$ cat config.mk
export PLATFORM = sky130hd
export DESIGN_NAME = fir_mac_seq
export DESIGN_NICKNAME = d
export VERILOG_FILES = /design/src/rtl/fir_mac_seq.sv
export SDC_FILE = /design/constraint.sdc
export NUM_CORES = 2
export LEC_CHECK = 0
export ABC_AREA = 1
export CAP_MARGIN = 20
export CORE_MARGIN = 4
export CORE_UTILIZATION = 60
export CTS_CLUSTER_SIZE = 14
export DETAILED_ROUTE_END_ITERATION = 12
export PLACE_DENSITY = 0.77
export SYNTH_ARGS = -nofsm -noshare
export SYNTH_HDL_FRONTEND = slang
export SYNTH_SLANG_ARGS = --single-unit
$ cat constraint.sdc
create_clock -name clk_i -period 44.5 [get_ports clk_i]
set_input_delay 8.9 -clock clk_i [delete_from_list [all_inputs] [get_ports clk_i]]
set_output_delay 8.9 -clock clk_i [all_outputs]
set_load 0.01 [all_outputs]
$ cat src/rtl/fir_mac_seq.sv
// Time-multiplexed FIR MAC sequencer: stores each accepted sample in a circular delay line,
// walks the registered coefficient ROM one tap per cycle and emits full-precision y[n].
//
// state | meaning
// IDLE  | waiting for an input sample (s_ready_o=1)
// MAC   | issuing one coefficient address + delayed sample per cycle, accumulating
// DRAIN | no more issues; flushing the ROM pipeline into the accumulator
// OUT   | result held on m_data_o until downstream accepts it
module fir_mac_seq #(
   parameter  int DATA_WIDTH = 16,
   parameter  int COEF_WIDTH = 16,
   parameter  int TAP_NUM    = 32,
   localparam int ADDR_WIDTH = $clog2(TAP_NUM),
   localparam int ACC_WIDTH  = DATA_WIDTH + COEF_WIDTH + ADDR_WIDTH
) (
   input  logic                  clk_i,
   input  logic                  rst_i,
   input  logic [DATA_WIDTH-1:0] s_data_i,
   input  logic                  s_valid_i,
   output logic                  s_ready_o,
   output logic [ADDR_WIDTH-1:0] coef_addr_o,
   input  logic [COEF_WIDTH-1:0] coef_data_i,
   output logic [ACC_WIDTH-1:0]  m_data_o,
   output logic                  m_valid_o,
   input  logic                  m_ready_i
);

   localparam int PROD_WIDTH = DATA_WIDTH + COEF_WIDTH;
   localparam logic [ADDR_WIDTH-1:0] K_LAST = ADDR_WIDTH'(TAP_NUM - 1);

   typedef enum logic [1:0] {IDLE, MAC, DRAIN, OUT} state_t;

   state_t                state;
   logic [DATA_WIDTH-1:0] line [TAP_NUM];
   logic [ADDR_WIDTH-1:0] wr_ptr;
   logic [ADDR_WIDTH-1:0] k;
   logic [DATA_WIDTH-1:0] samp_q;
   logic [DATA_WIDTH-1:0] samp_d;
   logic                  iss_v;
   logic                  rd_v;
   logic [ACC_WIDTH-1:0]  acc;

   logic [PROD_WIDTH-1:0] samp_ext;
   logic [PROD_WIDTH-1:0] coef_ext;
   logic [PROD_WIDTH-1:0] prod;
   logic [ACC_WIDTH-1:0]  prod_ext;
   logic [ACC_WIDTH-1:0]  acc_sum;

   // The ROM answers one edge after the address, so the sample is delayed by one
   // extra register (samp_d) to meet its coefficient; rd_v marks a live pair.
   assign samp_ext = {{COEF_WIDTH{samp_d[DATA_WIDTH-1]}}, samp_d};
   assign coef_ext = {{DATA_WIDTH{coef_data_i[COEF_WIDTH-1]}}, coef_data_i};
   assign prod     = samp_ext * coef_ext;
   assign prod_ext = {{ADDR_WIDTH{prod[PROD_WIDTH-1]}}, prod};
   assign acc_sum  = acc + prod_ext;

   always_ff @(posedge clk_i or posedge rst_i) begin
      if (rst_i) begin
         state       <= IDLE;
         for (int i = 0; i < TAP_NUM; i++) line[i] <= '0;
         wr_ptr      <= '0;
         k           <= '0;
         samp_q      <= '0;
         samp_d      <= '0;
         iss_v       <= 1'b0;
         rd_v        <= 1'b0;
         acc         <= '0;
         coef_addr_o <= '0;
         m_data_o    <= '0;
         m_valid_o   <= 1'b0;
         s_ready_o   <= 1'b1;
      end else begin
         rd_v   <= iss_v;
         samp_d <= samp_q;
         case (state)
            IDLE: begin
               if (s_valid_i && s_ready_o) begin
                  line[wr_ptr] <= s_data_i;
                  acc          <= '0;
                  k            <= '0;
                  iss_v        <= 1'b0;
                  s_ready_o    <= 1'b0;
                  state        <= MAC;
               end
            end
            MAC: begin
               coef_addr_o <= k;
               samp_q      <= line[wr_ptr - k];
               iss_v       <= 1'b1;
               if (rd_v) acc <= acc_sum;
               k <= k + 1'b1;
               if (k == K_LAST) state <= DRAIN;
            end
            DRAIN: begin
               iss_v <= 1'b0;
               if (iss_v) begin
                  acc <= acc_sum;
               end else begin
                  m_data_o  <= acc_sum;
                  m_valid_o <= 1'b1;
                  state     <= OUT;
               end
            end
            OUT: begin
               if (m_ready_i) begin
                  m_valid_o <= 1'b0;
                  wr_ptr    <= wr_ptr + 1'b1;
                  s_ready_o <= 1'b1;
                  state     <= IDLE;
               end
            end
            default: state <= IDLE;
         endcase
      end
   end

endmodule

== Word level (Yosys, flattened, before mapping) ==
Cells that the tools add are included.
Operators by class
  equal/unequal tests: 10
  mux-type cells: 24
  add/sub/neg operators: 4
  multipliers: 1
  magnitude comparators: 3
  bitwise gates (word level): 3
  reduce and logical (&&, ||, !) cells: 16
Operators with widths (count)
  bitwise mux 512 bit: 1
  two-way mux 37 bit: 3
  one-hot mux 37 bit (3 select lines): 1
  binary-select mux 16 bit (select 5 bit): 1
  demux 16 bit (select 5 bit): 1
  two-way mux 16 bit: 3
  adder 37 bit: 1
  multiplier 16 x 16 -> 32 bit: 1
  greater-or-equal comparator 6 bit, second input constant: 2
  inequality test 2 bit, second input constant: 6
  NOT 5 -> 6 bit: 2
  adder 5 x 1 -> 5 bit, second input constant: 2
  one-hot mux 5 bit (2 select lines): 1
  AND reduction 2 bit: 5
  two-way mux 2 bit: 4
  one-hot mux 2 bit (4 select lines): 1
  AND reduction 4 bit: 2
  < comparator 6 x 1 -> 1 bit, second input constant: 1
  AND reduction 3 bit: 2
  nonzero test 2 bit: 3
  equality test 5 bit, second input constant: 1
  two-way mux 5 bit: 1
  subtractor 5 bit: 1
  equality test 2 bit, second input constant: 2
  8 further kinds: 13
Word-level totals
  bits of input ports: 36
  logic and storage cells: 105
  bits in registers: 639
  output and inout bits: 44

== Longest topological paths before layout ==
  depth in word-level cells: 6
  mapped depth: 41
  gate-level depth less buffers: 39

== Worst setup path after synthesis ==
Ideal clock, no wire load.
  path kind: input port to flip-flop
  start: input port coef_data_i[7]
  end: register m_data_o[27]
  buffers on the path: 2
  required time: 44382 ps
  stages on the path: 33
  data arrival time: 15187 ps
  setup slack: 29195 ps
  setup time: 118 ps
  cells stage by stage: clkbuf_1 -> clkbuf_1 -> nand2_1 -> fa_1 -> inv_1 -> fa_1 -> inv_1 -> fa_1 -> inv_1 -> fa_1 -> fa_1 -> inv_1 -> fa_1 -> inv_1 -> ha_1 -> nand2_1 -> nor3_1 -> nand4_1 -> nand3_1 -> a21o_1 -> nand2_1 -> nand3_1 -> nand2_1 -> ha_1 -> inv_1 -> o21bai_1 -> a31oi_1 -> o21ai_0 -> nor2_1 -> nand2_1 -> or2_2 -> nand3_1 -> nand2_1
On the way
  longest elaborated chain between the ends: 2
RTL lines
  start, declared: RTL line 22  | input logic [COEF_WIDTH-1:0] coef_data_i,
  multiplier 16 x 16 -> 32 bit: RTL line 53  | assign prod = samp_ext * coef_ext;
  adder 37 bit: RTL line 55  | assign acc_sum = acc + prod_ext;
  end signal, assigned: RTL line 99  | m_data_o <= acc_sum;
  end, declared: RTL line 23  | output logic [ACC_WIDTH-1:0] m_data_o,
No other way between the ends.
A chain may end at the register's enable or synchronous reset.

== Worst setup path in the final report ==
  start: input port coef_data_i[1]
  end: register acc[36]
On the way
  longest elaborated chain between the ends: 4
RTL lines
  multiplier 16 x 16 -> 32 bit *: RTL line 53
  adder 37 bit *: RTL line 55
  two-way mux 37 bit (on tied branches): RTL line 96, 90
  one-hot mux 37 bit (3 select lines) *: RTL line 75  | case (state)
  end signal, assigned: RTL line 90  | if (rd_v) acc <= acc_sum;
  end signal, assigned: RTL line 97  | acc <= acc_sum;
  end, declared: RTL line 41  | logic [ACC_WIDTH-1:0] acc;
Mark *: on every way between the ends. The rest lies on a longest branch, timed or not. The select of a mux whose other input is x is not followed.

==> results by group <==
Status
  • Status: complete, no violations

Layout
  • Diodes inserted: 0
  • Layout cells sized above 1: 0.0394
  • Final cell count without fillers: 5871
  • Fin area: 0.0446 mm2
  • Layout net count: between 5000 and 6000
  • Syn-to-layout area delta: 9.41%

Clock network
  • Clk Latency, worst-skew pair: 0.63 ns
  • Cts bufs inserted: 70
  • H-tree depth: 3
  • CTS tree: yes
  • Reg clk slew, reported paths: 0.06 ns
  • Clk buf depth: 3
  • Hold-fix buffers, CTS: 0
  • Post_cts resized: 0
  • # Post-CTS Setup Buffers: 0
  • Root buffer cell: clkbuf_16
  • Sink Count: roughly 640

Worst setup path
  • Crit path max-delay family: adder cells
  • Critical Path Start: coef_data_i[1]
  • Reg-to-reg endpoint: m_data_o[27]
  • Worst Reg2Reg Path Length in Cells: 31
  • Crit path max fanout: 16
  • Critical-path cell with the highest stage delay: clkdlybuf4s50_1
  • Critical path data required time: 45.04 ns
  • Crit path DAT: 16.88 ns
  • Critical path class: input port to flop
  • FF-to-FF setup slack: about 37 ns
  • Crit end category: flop
  • CP most frequent cell: nand2_1
  • R2r startpoint: samp_d[7]
  • Delay of the slowest cell on the worst path: 0.73 ns
  • Setup crit start kind: input port
  • CP Buf/Inv Count: 7

Synthesis
  • Ranking of synthesized cells by area: dfrtp_1 39%, fa_1 13%, nand2_1 12%
  • Synth Instances: about 5100
  • Asr flop ratio synth: 1.00
  • Register area share after synthesis: 0.392
  • Main synth FF type: dfrtp_1
  • Cell area after synthesis: about 0.04 mm2
  • Cell variety after synth: 49
  • Syn Nets: 5499
  • Seq cells post-synth: 639
  • Complex-gate fraction of the synthesized area: 0.143
  • Mean post-synth cell area: 8.05 um2
  • Share of the synthesized area in the top cell type: 0.392
  • Simple-Gate Fraction of Synth Area: 0.197
  • Ys Warns: 0
  • Post-synthesis mux area share: 0
  • Post-Synth XOR/XNOR Area: 0.00961
  • Post-Synth Adder-Cell Area: 0.170
  • Number of synthesized flops with an enable pin: 0
  • Largest family of logic cells by synthesized area: simple AND/OR/NAND/NOR gates
  • Synth area leader: dfrtp_1

Global route
  • Vias in the first global route: between 30000 and 40000
  • Initial antenna violation count: 0
  • Grt ovf: 0
  • Gr usage total: 0.304
  • First-pass GRT wire length: 176000 um
  • Pin count of the biggest net entering global routing: 195

Timing
  • Worst clock skew: ~0.045 ns
  • Final Setup Violations: 0
  • Setup TNS: 0 ns
  • Worst Tran Pin Value: 1.16 ns
  • Hold Violations, Final: 0
  • RSZ-0062 raised after global routing: no
  • Final cycle utilization of the critical path: 0.367
  • Slew Limit Fails: 0
  • Max Freq: 0.0612 GHz
  • Slew HR: 0.224
  • Tmin final: 16.33 ns

Place
  • Final GP Congestion: about 0.96
  • Port buffer count: 79
  • Placed cells: 5715
  • Dpl cell area: 0.0415 mm2
  • DP Wirelength: 72200 um

Routing
  • Initial DRT Pass Iterations: 6
  • Per-cell routed wire length: between 15 and 20 um
  • Vias after detailed routing: 34100
  • DR DRC count: 0
  • Antenna-violating nets left: 0
  • Initial DRC count: 3275
  • Routed wire length: 109000 um
  • Vias per Instance: slightly below 6

Die
  • Die area: 0.0722 mm2
  • Starting density of the core: 0.606
  • Die W: 269 um
  • Core footprint: between 0.06 and 0.07 mm2
  • # IOs: 80
  • Die Ht: 269 um
  • Row cnt: 95

Run
  • Max_cap viols: 0

Hold path
  • Hold Startpoint: samp_q[2]
  • Hold Path End: samp_d[2]
  • WHS Path Cells: 0
  • Worst hold path class: flop to flop
## cells by family after synthesis
family                     after synthesis
AOI/OAI and AO/OA                     1052
xor gates and xnor gates                43
adders and majority gates              397
buffers and inverters                  898
DFF                                    639
and+or+nand+nor                       2037
## routing by layer
layer	wire [um]	part of all wire	global-route usage
met1	44800	0.41	0.412
met2	52600	0.48	0.504
met3	6840	0.063	0.0380
met4	5110	0.047	0.127
met5	0	0	0
## final cells by class
class | instances | area (um2)
fill | 5613 | 22700
clock buffer | 104 | 2080
timing repair buffer | 134 | 1760
clock inverter | 21 | 303
multi-input combinational | 3529 | 21200
inverter | 571 | 2160
sequential | 639 | 16000
tap | 873 | 1090
## Yosys cell counts, drive strengths merged, types with 10 or more instances
cell type,n
a21o,10
o21ai,790
xnor2,16
buf,134
fa,264
o32ai,64
a21oi,78
o211ai,66
nor2,525
clkbuf,193
xor2,27
ha,133
nand2,1276
o21bai,11
or2,13
dfrtp,638
inv,571
nor3,14
nand4,20
a31oi,20
nand3,177
## how the worst max path moves through the flow
| stage | endpoint | slack, ns | cells after the start |
|---|---|---|---|
| after floorplan | acc[0] | 17.70 | 1 |
| after global placement | acc[27] | 27.62 | 32 |
| after detailed placement | acc[36] | 27.58 | 36 |
| after CTS | acc[36] | 28.22 | 36 |
| after global routing | acc[36] | 27.42 | 33 |
| final | acc[36] | 28.17 | 36 |
## cell usage in the layout (no fill, tap or decap), drive strengths merged
cell,Yosys,layout
o21bai,11,11
o32ai,64,64
or2,13,13
nor2,525,525
xor2,27,27
nor3,14,14
a211oi,1,1
nand3b,9,9
nand2,1276,1276
dfrtp,638,638
inv,571,575
and3,1,1
a21oi,78,78
bufinv,0,5
o21a,2,2
clkbuf,193,104
o22ai,1,1
o31ai,1,1
buf,134,55
ha,133,133
clkdlybuf4s50,0,79
a31oi,20,20
a31o,1,1
a21o,10,10
clkinv,0,11
nand3,177,177
xnor2,16,16
nand4,20,20
o21ai,790,790
o211a,2,2
a21boi,4,4
dfstp,1,1
fa,264,264
o2111ai,1,1
o211ai,66,66
clkinvlp,0,1
nor4,2,2
## stage by stage
| step | hold slack [ns] | util | setup slack [ns] |
|---|---|---|---|
| final | 0.379 | 0.663 | 28.17 |
| after global placement | 0.358 | 0.616 | 27.62 |
| after global routing | 0.393 | 0.663 | 27.42 |
| after detailed placement | 0.362 | 0.617 | 27.58 |
| after CTS | 0.376 | 0.652 | 28.22 |
| after floorplan | 0.355 | - | 17.70 |
## worst reg2reg max path: cells and delay by family, from the launching register on
family | cells | cell delay, ns
buffers and inverters | 6 | 0.36
DFF | 1 | 0.87
and+or+nand+nor | 13 | 2.07
adders and majority gates | 8 | 3.81
AOI/OAI and AO/OA | 4 | 0.74
## sequential cells by signal, summed over array words and instances (netlist names)
signal	cells
line	512
acc	37
m_data_o	37
samp_d	16
samp_q	16
coef_addr_o	5
k	5
wr_ptr	5
state	2
iss_v	1
m_valid_o	1
rd_v	1
s_ready_o	1
Power is not shown: default switching activity piles up to over one toggle a cycle in this logic, so the estimate is an artifact.
